**src/rtl/ddr3_wr_burst_ctrl_if.sv**
```systemverilog
// Handshake bundle between the DDR3 write-burst controller, the write FIFO,
// the read/write arbiter and the MIG user interface.
interface ddr3_wr_burst_ctrl_if #(
    parameter int ADDR_W = 28
);
    logic              init_calib_complete;
    logic              wr_trig;
    logic              wr_req;
    logic              wr_grant;
    logic              wr_done;
    logic              wfifo_rd_en;
    logic [127:0]      wfifo_rd_data;
    logic              app_rdy;
    logic              app_en;
    logic [2:0]        app_cmd;
    logic [ADDR_W-1:0] app_addr;
    logic              app_wdf_rdy;
    logic              app_wdf_wren;
    logic              app_wdf_end;
    logic [127:0]      app_wdf_data;
    logic [15:0]       app_wdf_mask;

    modport master (
        input  init_calib_complete, wr_trig, wr_grant, wfifo_rd_data,
               app_rdy, app_wdf_rdy,
        output wr_req, wr_done, wfifo_rd_en, app_en, app_cmd, app_addr,
               app_wdf_wren, app_wdf_end, app_wdf_data, app_wdf_mask
    );

    modport slave (
        output init_calib_complete, wr_trig, wr_grant, wfifo_rd_data,
               app_rdy, app_wdf_rdy,
        input  wr_req, wr_done, wfifo_rd_en, app_en, app_cmd, app_addr,
               app_wdf_wren, app_wdf_end, app_wdf_data, app_wdf_mask
    );
endinterface

```
**src/rtl/ddr3_wr_burst_ctrl.sv**
```systemverilog
// Write-side DDR3 master: drains BURST_LEN FIFO words per arbiter grant into the
// MIG as independent command and write-data streams at consecutive addresses.
module ddr3_wr_burst_ctrl #(
    parameter int BURST_LEN = 16,
    parameter int ADDR_W    = 28,
    parameter int ADDR_STEP = 8,
    parameter int ADDR_MAX  = 1024*768*2/2
) (
    input logic                  sclk,
    input logic                  s_rst,
    ddr3_wr_burst_ctrl_if.master bus
);

    localparam int                CNT_W      = $clog2(BURST_LEN + 1);
    localparam logic [CNT_W-1:0]  CNT_FULL   = CNT_W'(BURST_LEN);
    localparam logic [ADDR_W-1:0] ADDR_INC   = ADDR_W'(ADDR_STEP);
    localparam logic [ADDR_W:0]   BURST_SPAN = (ADDR_W+1)'(BURST_LEN * ADDR_STEP);
    localparam logic [ADDR_W:0]   ADDR_LIMIT = (ADDR_W+1)'(ADDR_MAX);

    typedef enum logic [1:0] {
        IDLE,
        REQ,
        BURST,
        DONE
    } state_t;

    state_t            state_q;
    logic              wr_req_q;
    logic              wr_done_q;
    logic              app_en_q;
    logic              wdf_wren_q;
    logic [CNT_W-1:0]  cmd_cnt_q;
    logic [CNT_W-1:0]  dat_cnt_q;
    logic [ADDR_W-1:0] base_addr_q;
    logic [ADDR_W-1:0] app_addr_q;

    logic              cmd_acc;
    logic              dat_acc;
    logic [CNT_W-1:0]  cmd_cnt_d;
    logic [CNT_W-1:0]  dat_cnt_d;
    logic [ADDR_W:0]   base_sum;
    logic [ADDR_W-1:0] base_addr_d;

    // Post-acceptance counts let BURST exit on the same edge as the last handshake.
    always_comb begin
        cmd_acc     = app_en_q && bus.app_rdy;
        dat_acc     = wdf_wren_q && bus.app_wdf_rdy;
        cmd_cnt_d   = cmd_cnt_q + CNT_W'(cmd_acc);
        dat_cnt_d   = dat_cnt_q + CNT_W'(dat_acc);
        base_sum    = {1'b0, base_addr_q} + BURST_SPAN;
        base_addr_d = (base_sum >= ADDR_LIMIT) ? '0 : base_sum[ADDR_W-1:0];
    end

    always_ff @(posedge sclk or posedge s_rst) begin
        if (s_rst) begin
            state_q     <= IDLE;
            wr_req_q    <= 1'b0;
            wr_done_q   <= 1'b0;
            app_en_q    <= 1'b0;
            wdf_wren_q  <= 1'b0;
            cmd_cnt_q   <= '0;
            dat_cnt_q   <= '0;
            base_addr_q <= '0;
            app_addr_q  <= '0;
        end else begin
            case (state_q)
                IDLE: begin
                    if (bus.init_calib_complete && bus.wr_trig) begin
                        state_q  <= REQ;
                        wr_req_q <= 1'b1;
                    end
                end
                REQ: begin
                    if (bus.wr_grant) begin
                        state_q    <= BURST;
                        wr_req_q   <= 1'b0;
                        app_addr_q <= base_addr_q;
                        cmd_cnt_q  <= '0;
                        dat_cnt_q  <= '0;
                        app_en_q   <= 1'b1;
                        wdf_wren_q <= 1'b1;
                    end
                end
                BURST: begin
                    // Command and data channels advance independently of each other.
                    cmd_cnt_q  <= cmd_cnt_d;
                    dat_cnt_q  <= dat_cnt_d;
                    app_en_q   <= (cmd_cnt_d < CNT_FULL);
                    wdf_wren_q <= (dat_cnt_d < CNT_FULL);
                    if (cmd_acc) begin
                        app_addr_q <= app_addr_q + ADDR_INC;
                    end
                    if ((cmd_cnt_d == CNT_FULL) && (dat_cnt_d == CNT_FULL)) begin
                        state_q   <= DONE;
                        wr_done_q <= 1'b1;
                    end
                end
                DONE: begin
                    state_q     <= IDLE;
                    wr_done_q   <= 1'b0;
                    base_addr_q <= base_addr_d;
                end
                default: begin
                    state_q <= IDLE;
                end
            endcase
        end
    end

    assign bus.wr_req       = wr_req_q;
    assign bus.wr_done      = wr_done_q;
    assign bus.app_en       = app_en_q;
    assign bus.app_cmd      = 3'b000;
    assign bus.app_addr     = app_addr_q;
    assign bus.app_wdf_wren = wdf_wren_q;
    assign bus.app_wdf_end  = wdf_wren_q;
    assign bus.app_wdf_data = bus.wfifo_rd_data;
    assign bus.app_wdf_mask = '0;
    assign bus.wfifo_rd_en  = dat_acc;

endmodule

```
**src/flat_wrapper.sv**
```systemverilog
// flat-port wrapper written by rule: the top's interface ports become plain ports
module ddr3_wr_burst_ctrl_flat 
#(
    parameter int BURST_LEN = 16,
    parameter int ADDR_W    = 28,
    parameter int ADDR_STEP = 8,
    parameter int ADDR_MAX  = 1024*768*2/2
)
  (sclk, s_rst, bus_init_calib_complete, bus_wr_trig, bus_wr_grant, bus_wfifo_rd_data, bus_app_rdy, bus_app_wdf_rdy, bus_wr_req, bus_wr_done, bus_wfifo_rd_en, bus_app_en, bus_app_cmd, bus_app_addr, bus_app_wdf_wren, bus_app_wdf_end, bus_app_wdf_data, bus_app_wdf_mask);
  ddr3_wr_burst_ctrl_if #(.ADDR_W(ADDR_W)) bus_i ();
  input logic sclk;
  input logic s_rst;
  input wire logic [$bits(bus_i.init_calib_complete)-1:0] bus_init_calib_complete;
  input wire logic [$bits(bus_i.wr_trig)-1:0] bus_wr_trig;
  input wire logic [$bits(bus_i.wr_grant)-1:0] bus_wr_grant;
  input wire logic [$bits(bus_i.wfifo_rd_data)-1:0] bus_wfifo_rd_data;
  input wire logic [$bits(bus_i.app_rdy)-1:0] bus_app_rdy;
  input wire logic [$bits(bus_i.app_wdf_rdy)-1:0] bus_app_wdf_rdy;
  output wire logic [$bits(bus_i.wr_req)-1:0] bus_wr_req;
  output wire logic [$bits(bus_i.wr_done)-1:0] bus_wr_done;
  output wire logic [$bits(bus_i.wfifo_rd_en)-1:0] bus_wfifo_rd_en;
  output wire logic [$bits(bus_i.app_en)-1:0] bus_app_en;
  output wire logic [$bits(bus_i.app_cmd)-1:0] bus_app_cmd;
  output wire logic [$bits(bus_i.app_addr)-1:0] bus_app_addr;
  output wire logic [$bits(bus_i.app_wdf_wren)-1:0] bus_app_wdf_wren;
  output wire logic [$bits(bus_i.app_wdf_end)-1:0] bus_app_wdf_end;
  output wire logic [$bits(bus_i.app_wdf_data)-1:0] bus_app_wdf_data;
  output wire logic [$bits(bus_i.app_wdf_mask)-1:0] bus_app_wdf_mask;
  assign bus_i.init_calib_complete = bus_init_calib_complete;
  assign bus_i.wr_trig = bus_wr_trig;
  assign bus_i.wr_grant = bus_wr_grant;
  assign bus_i.wfifo_rd_data = bus_wfifo_rd_data;
  assign bus_i.app_rdy = bus_app_rdy;
  assign bus_i.app_wdf_rdy = bus_app_wdf_rdy;
  assign bus_wr_req = bus_i.wr_req;
  assign bus_wr_done = bus_i.wr_done;
  assign bus_wfifo_rd_en = bus_i.wfifo_rd_en;
  assign bus_app_en = bus_i.app_en;
  assign bus_app_cmd = bus_i.app_cmd;
  assign bus_app_addr = bus_i.app_addr;
  assign bus_app_wdf_wren = bus_i.app_wdf_wren;
  assign bus_app_wdf_end = bus_i.app_wdf_end;
  assign bus_app_wdf_data = bus_i.app_wdf_data;
  assign bus_app_wdf_mask = bus_i.app_wdf_mask;
  ddr3_wr_burst_ctrl #(.BURST_LEN(BURST_LEN), .ADDR_W(ADDR_W), .ADDR_STEP(ADDR_STEP), .ADDR_MAX(ADDR_MAX)) u_core (.sclk(sclk), .s_rst(s_rst), .bus(bus_i));
endmodule
```
**config.mk**
```make
export PLATFORM = sky130hd
export DESIGN_NAME = ddr3_wr_burst_ctrl_flat
export DESIGN_NICKNAME = d
export VERILOG_FILES = /design/src/rtl/ddr3_wr_burst_ctrl_if.sv /design/src/rtl/ddr3_wr_burst_ctrl.sv /design/src/flat_wrapper.sv
export SDC_FILE = /design/constraint.sdc
export NUM_CORES = 1
export LEC_CHECK = 0
export CAP_MARGIN = 20
export CORE_ASPECT_RATIO = 1.1
export CORE_UTILIZATION = 26
export DETAILED_ROUTE_END_ITERATION = 8
export GPL_TIMING_DRIVEN = 0
export HOLD_SLACK_MARGIN = 0.15
export MAX_ROUTING_LAYER = met4
export SLEW_MARGIN = 20
export SYNTH_ARGS = -nofsm -noshare
export SYNTH_HDL_FRONTEND = slang
export SYNTH_SLANG_ARGS = --single-unit
```
**constraint.sdc**
```tcl
create_clock -name sclk -period 2.31 [get_ports sclk]
set_input_delay 0.3465 -clock sclk [delete_from_list [all_inputs] [get_ports sclk]]
set_output_delay 0.3465 -clock sclk [all_outputs]
set_load 0.01 [all_outputs]
```
Yosys cells after proc, flatten, opt, wreduce, memory -nomap -nowiden. Index checks and enable logic that the tools add are counted.

Bits of input ports: 135. Output and inout bits: 181. Logic and storage cells: 57. ROM bits: 0. Bits in writable memories: 0. Latch bits: 0. Memories: 0. Register bits after elaboration: 72.

Magnitude comparators: 3. Mux-type cells: 19. Multiply operators: 0. Shift-type cells: 0. Bitwise operators: 0. Equality and inequality tests: 9. Reductions and logical operators: 13. Add/sub/neg operators: 4. Div/mod/pow operators: 0.

Operators by type and width (number): two-way mux 28 bit (3); case mux 28 bit (2 select lines) (1); adder 28 x 8 -> 29 bit (second input constant) (1); >= comparator 29 x 20 -> 1 bit (second input constant) (1); adder 28 x 4 -> 28 bit (second input constant) (1); case mux 5 bit (2 select lines) (2); adder 5 x 1 -> 5 bit (2); equality test 5 bit (second input constant) (2); less-than comparator 5 bit (second input constant) (2); AND reduction 3 bit (3); case mux 1 bit (2 select lines) (4); case mux 2 bit (4 select lines) (1); two-way mux 2 bit (3); inequality test 2 x 1 -> 1 bit (second input constant) (3); nonzero test 2 bit (3); two-way mux 5 bit (1); equality test 2 bit (second input constant) (2); logical AND 1 bit (4); two-way mux 1 bit (4); AND reduction 2 bit (2); equality test 2 x 1 -> 1 bit (second input constant) (1); logical NOT 2 bit (1); inequality test 2 bit (second input constant) (1).

Depth between registers and ports, before layout.
Depth after elaboration: 6. Mapped depth: 9. Gate-level depth less buffers: 9.

Worst setup path after synthesis. Ideal clock, no wire load.

Kind: register to register. Start point: register u_core.wdf_wren_q (netlist: u_core.bus.app_wdf_end). End point: register u_core.state_q[1]. Path buffers: 0. Period minus slack after synthesis: 2.579 ns. Path slack: -0.269 ns. Library setup time: 0.125 ns. Stages on the path, launching flop included: 10. Data arrival time: 2.454 ns. Required time: 2.185 ns. Cell sequence: dfrtp_1 > and2_1 > ha_1 > ha_1 > nand2b_1 > mux2i_1 > a21oi_1 > or4_1 > a21oi_1 > mux2_2.

Word-level cells in the longest chain between the ends: 6.

Ends and longest elaborated chain: start: declaration (line ddr3_wr_burst_ctrl.sv:31) `logic wdf_wren_q;`; start signal: assignment (line ddr3_wr_burst_ctrl.sv:89) `wdf_wren_q <= (dat_cnt_d < CNT_FULL);`; logical AND 1 bit (line ddr3_wr_burst_ctrl.sv:47) `dat_acc = wdf_wren_q && bus.app_wdf_rdy;`; named net bus_wfifo_rd_en (line flat_wrapper.sv:21) `output wire logic [$bits(bus_i.wfifo_rd_en)-1:0] bus_wfifo_rd_en;`; adder 5 x 1 -> 5 bit (line ddr3_wr_burst_ctrl.sv:49) `dat_cnt_d = dat_cnt_q + CNT_W'(dat_acc);`; equality test 5 bit (line ddr3_wr_burst_ctrl.sv:93) `if ((cmd_cnt_d == CNT_FULL) && (dat_cnt_d == CNT_FULL)) begin`; logical AND 1 bit (line ddr3_wr_burst_ctrl.sv:93); inequality test 2 x 1 -> 1 bit (no line); AND reduction 3 bit (no line); end signal: assignment (line ddr3_wr_burst_ctrl.sv:94) `state_q <= DONE;`; end signal: assignment (line ddr3_wr_burst_ctrl.sv:99) `state_q <= IDLE;`; end signal: assignment (line ddr3_wr_burst_ctrl.sv:104) `state_q <= IDLE;`; end: declaration (line ddr3_wr_burst_ctrl.sv:27) `state_t state_q;`.

The timed path passes the listed nets, and every way through them passes these cells. A chain may end at the register's enable or synchronous reset.

Worst setup path in the final report.
Start point: register u_core.wdf_wren_q (netlist: u_core.bus.app_wdf_end). End point: register u_core.state_q[1].

Word-level cells in the longest chain between the ends: 6.

Ends and longest elaborated chain (line): logical AND 1 bit (ddr3_wr_burst_ctrl.sv:47); adder 5 x 1 -> 5 bit (ddr3_wr_burst_ctrl.sv:49); equality test 5 bit (ddr3_wr_burst_ctrl.sv:93); logical AND 1 bit (ddr3_wr_burst_ctrl.sv:93); inequality test 2 x 1 -> 1 bit (no line); AND reduction 3 bit (no line).

No other way between the ends.

==> results.txt <==
status -> finished, violations left
failing checks -> setup timing
initial antenna violation count -> 0
CP required -> 2.52 ns
Psw -> 2.64 mW
via/cell ratio -> 4.53
drt pass-1 iters -> 5
# fillers -> 1885
vias in the first global route -> 4312
area of the mapped netlist -> 0.00486 mm²
Worst-path clk slew -> 0.05 ns
nets@finish -> 936
Crit Path Class -> reg2reg
largest family of logic cells by synthesized area -> buffers and inverters
combinational power share -> 0.519
Final Cycle Share -> 1.01
TritonCTS clock tree -> done
post-synthesis simple-gate area fraction -> 0.190
cts hold-fix bufs -> 0
die area -> 0.0193 mm²
worst ir drop on vdd -> 0.409 mV
vias -> 4709
Async SR Flop Fraction -> 1.00
Syn. warnings -> 0
r2r setup slk -> -0.03 ns
Layout Area Growth over Synthesis -> 55.6%
Clock Path Buffers -> 2
post-synthesis compound-gate area fraction -> 0.163
I/O pin cnt -> 316
dpl cells -> 1002
die width -> 132 µm
met1 Usage GRT -> 0.163
grt met3 use -> 0.0317
unrepaired setup endpoints after global routing -> true
Layout Utilization -> 0.413
CTS Buf Count -> 9
crit-path cells -> and2_4 -> ha_4 -> ha_4 -> nand2b_4 -> mux2i_1 -> a21oi_1 -> or4_4 -> a21oi_4 -> mux2_4
Static Leak -> 3.37 nW
Critical Path Start Type -> register
routed length per instance -> 13.5 µm
total clock sinks -> 63
syn_area_per_cell -> 8.50 µm²
drt drc -> 0
share of layout cells above drive strength 1 -> 0.293
P_int -> 3.92 mW
Seq cells post-synth -> 63
GRT met2 Usage -> 0.263
IO Port Bufs -> 168
multiplexer area fraction after synthesis -> 0.0147
Clk pwr share -> 0.192
Finished Layout Cells -> 1039
Detailed Place HPWL -> 10.7 mm
Root Buffer -> clkbuf_16
Post-Synth Adder-Cell Area -> 0.0257
Initial DRC Count -> 255
critical path capture point type -> register
largest net degree at the start of global routing -> 49
commonest register cell after synthesis -> dfrtp_1
routability cong. -> 0.856
Routed Wire Length -> 14.0 mm
latest clock arrival within the worst-skew pair -> 0.33 ns
gr ovfl total -> 0
Sw Ratio -> 0.402
Starting Density -> 0.265
Critical Path Most Common Cell -> ha_4
FP Rows -> 52
Seq pwr share -> 0.288
Final Slew Violations -> 0
global-route wire length before repair -> 22.2 mm
max capacitance violation total -> 0
Worst Skew -> 0.00694 ns
Rel. slew slack -> 0.660
Std-Cell Core Area -> 0.0183 mm²
Hold Violations, Final -> 0
Post-synth EDFFs -> 0
Post-Synth XOR/XNOR Area -> 0.0144
CTS H-tree depth -> 3
endpoints failing setup -> 1
Gate Count Post-Synth -> 572
die span in y -> 145 µm
Final WS setup -> -0.0281 ns
total track usage -> 0.148
CP max stage delay -> 0.58 ns
worst hold path type -> in2async
Routed Antenna Nets -> 0
layer with the highest usage -> met2
count of cell types in the netlist -> 61
critical path arrival -> 2.55 ns
Max FO, Critical Path -> 4
# diodes -> 0
register area share after synthesis -> 0.324
highest-delay cell along the critical path -> or4_4
Max Freq -> 0.428 GHz
WHS -> 0.303 ns
PwrDens -> 867 mW/mm²
crit path time final -> 2.34 ns
worst slew pin tran -> 0.507 ns
-- cells by family after synthesis --
family | Yosys count
XOR/XNOR | 8
AO/OA/AOI/OAI | 118
flip-flops | 63
multiplexers | 7
buffers and inverters | 192
AND/OR/NAND/NOR | 173
other | 1
adder cells (fa/ha/maj) | 10
-- sequential cells by signal, indices dropped and copies added (netlist names) --
| signal | cells |
|---|---|
| u_core.bus.app_addr | 26 |
| u_core.base_addr_q | 21 |
| u_core.cmd_cnt_q | 5 |
| u_core.dat_cnt_q | 5 |
| u_core.state_q | 2 |
| u_core.bus.app_en | 1 |
| u_core.bus.app_wdf_end | 1 |
| u_core.bus.wr_done | 1 |
| u_core.bus.wr_req | 1 |
-- cell type report --
type                    instances  area (µm²)  area share
repair buffers                190        1870       0.247
clock inverters                 4        20.0     0.00264
multi-input cells             335        2220       0.294
flip-flops and latches         63        1580       0.208
inverters                      21        81.3      0.0107
plain buffers                 171        1240       0.163
well taps                     243         304      0.0402
clock buffers                  12         256      0.0339
-- layout by cell type (no fill, tap or decap), types with 6 or more instances in the layout --
cell type / Yosys / routed
clkbuf_1: 16 / 11
inv_1: 21 / 19
nand4_1: 14 / 14
o22ai_1: 16 / 16
clkdlybuf4s50_1: 0 / 166
nor2b_1: 9 / 9
dfrtp_1: 63 / 62
xnor2_1: 6 / 6
clkbuf_16: 0 / 9
o21ai_0: 25 / 25
a21oi_1: 31 / 30
conb_1: 1 / 19
nand2_1: 40 / 39
nand3_1: 30 / 30
buf_4: 151 / 171
nor2_1: 30 / 28
and3_1: 8 / 8
-- synthesized netlist by cell type, types with 5 or more instances --
library cell  instances  share of area
a22o_1                5         0.0090
nor3_1                6         0.0062
mux2i_1               6          0.012
xnor2_1               6          0.011
a21oi_1              31          0.032
o2111ai_1             5         0.0090
inv_1                21          0.016
nand3_1              30          0.031
o21ai_0              25          0.026
and3_1                8          0.010
o22ai_1              16          0.021
ha_1                 10          0.026
nand4_1              14          0.018
nand2_1              40          0.031
dfrtp_1              63           0.32
clkbuf_1             16          0.012
buf_4               151           0.23
nor2_1               30          0.023
nor2b_1               9          0.012
o221ai_1              5         0.0090
-- power by group through the flow --
| stage | Combinational [mW] | Sequential [mW] | Clock (mW) |
|---|---|---|---|
| after floorplan | 1.86 | 1.86 | 0 |
| after global placement | 3.07 | 1.89 | 0 |
| after detailed placement | 3.11 | 1.90 | 0 |
| after CTS | 3.36 | 1.88 | 1.29 |
| after global routing | 3.73 | 1.95 | 1.35 |
| final | 3.41 | 1.89 | 1.26 |
-- critical path: cells and delay by family, from the launching register on --
kind,cells,cell delay [ns]
flip-flops,1,0.38
AND/OR/NAND/NOR,3,0.86
multiplexers,2,0.42
adder cells (fa/ha/maj),2,0.32
AO/OA/AOI/OAI,2,0.24
-- final timing paths --
check                                  startpoint                     end  cells after the start
min in group sclk             u_core.cmd_cnt_q[4]     u_core.cmd_cnt_q[4]                      1
hold reg to reg               u_core.cmd_cnt_q[4]     u_core.cmd_cnt_q[4]                      1
setup / recovery           u_core.bus.app_wdf_end       u_core.state_q[1]                      9
setup reg to reg           u_core.bus.app_wdf_end       u_core.state_q[1]                      9
hold / removal                              s_rst  u_core.bus.app_wdf_end                      2
max in group asynchronous                   s_rst  u_core.base_addr_q[23]                      3
-- metal layers --
metal / part of all wire / up-vias
li1: - / 2298
met1: 0.39 / 2198
met2: 0.53 / 200
met3: 0.069 / 13
met4: 0.011 / 0
met5: 0 / -
-- what timing repair did --
item	in CTS	in global routing
gates resized for setup	26	14
setup endpoints to repair	32	42
gates cloned	1	0
pin swaps	6	10
setup buffers	10	10
-- stage by stage --
stage / power, mW / area [µm²] / setup slack (ns) / TNS, ns
floorplan: 3.72 / 4970 / -0.0814 / -0.0814
global placement: 4.96 / 6950 / -0.943 / -69.33
detailed placement: 5.01 / 6980 / -0.738 / -11.35
CTS: 6.53 / 7450 / -0.182 / -0.258
global route: 7.04 / 7570 / -0.0988 / -0.129
finish: 6.56 / 7570 / -0.0281 / -0.0281
Power figures use the tool's default switching activity.
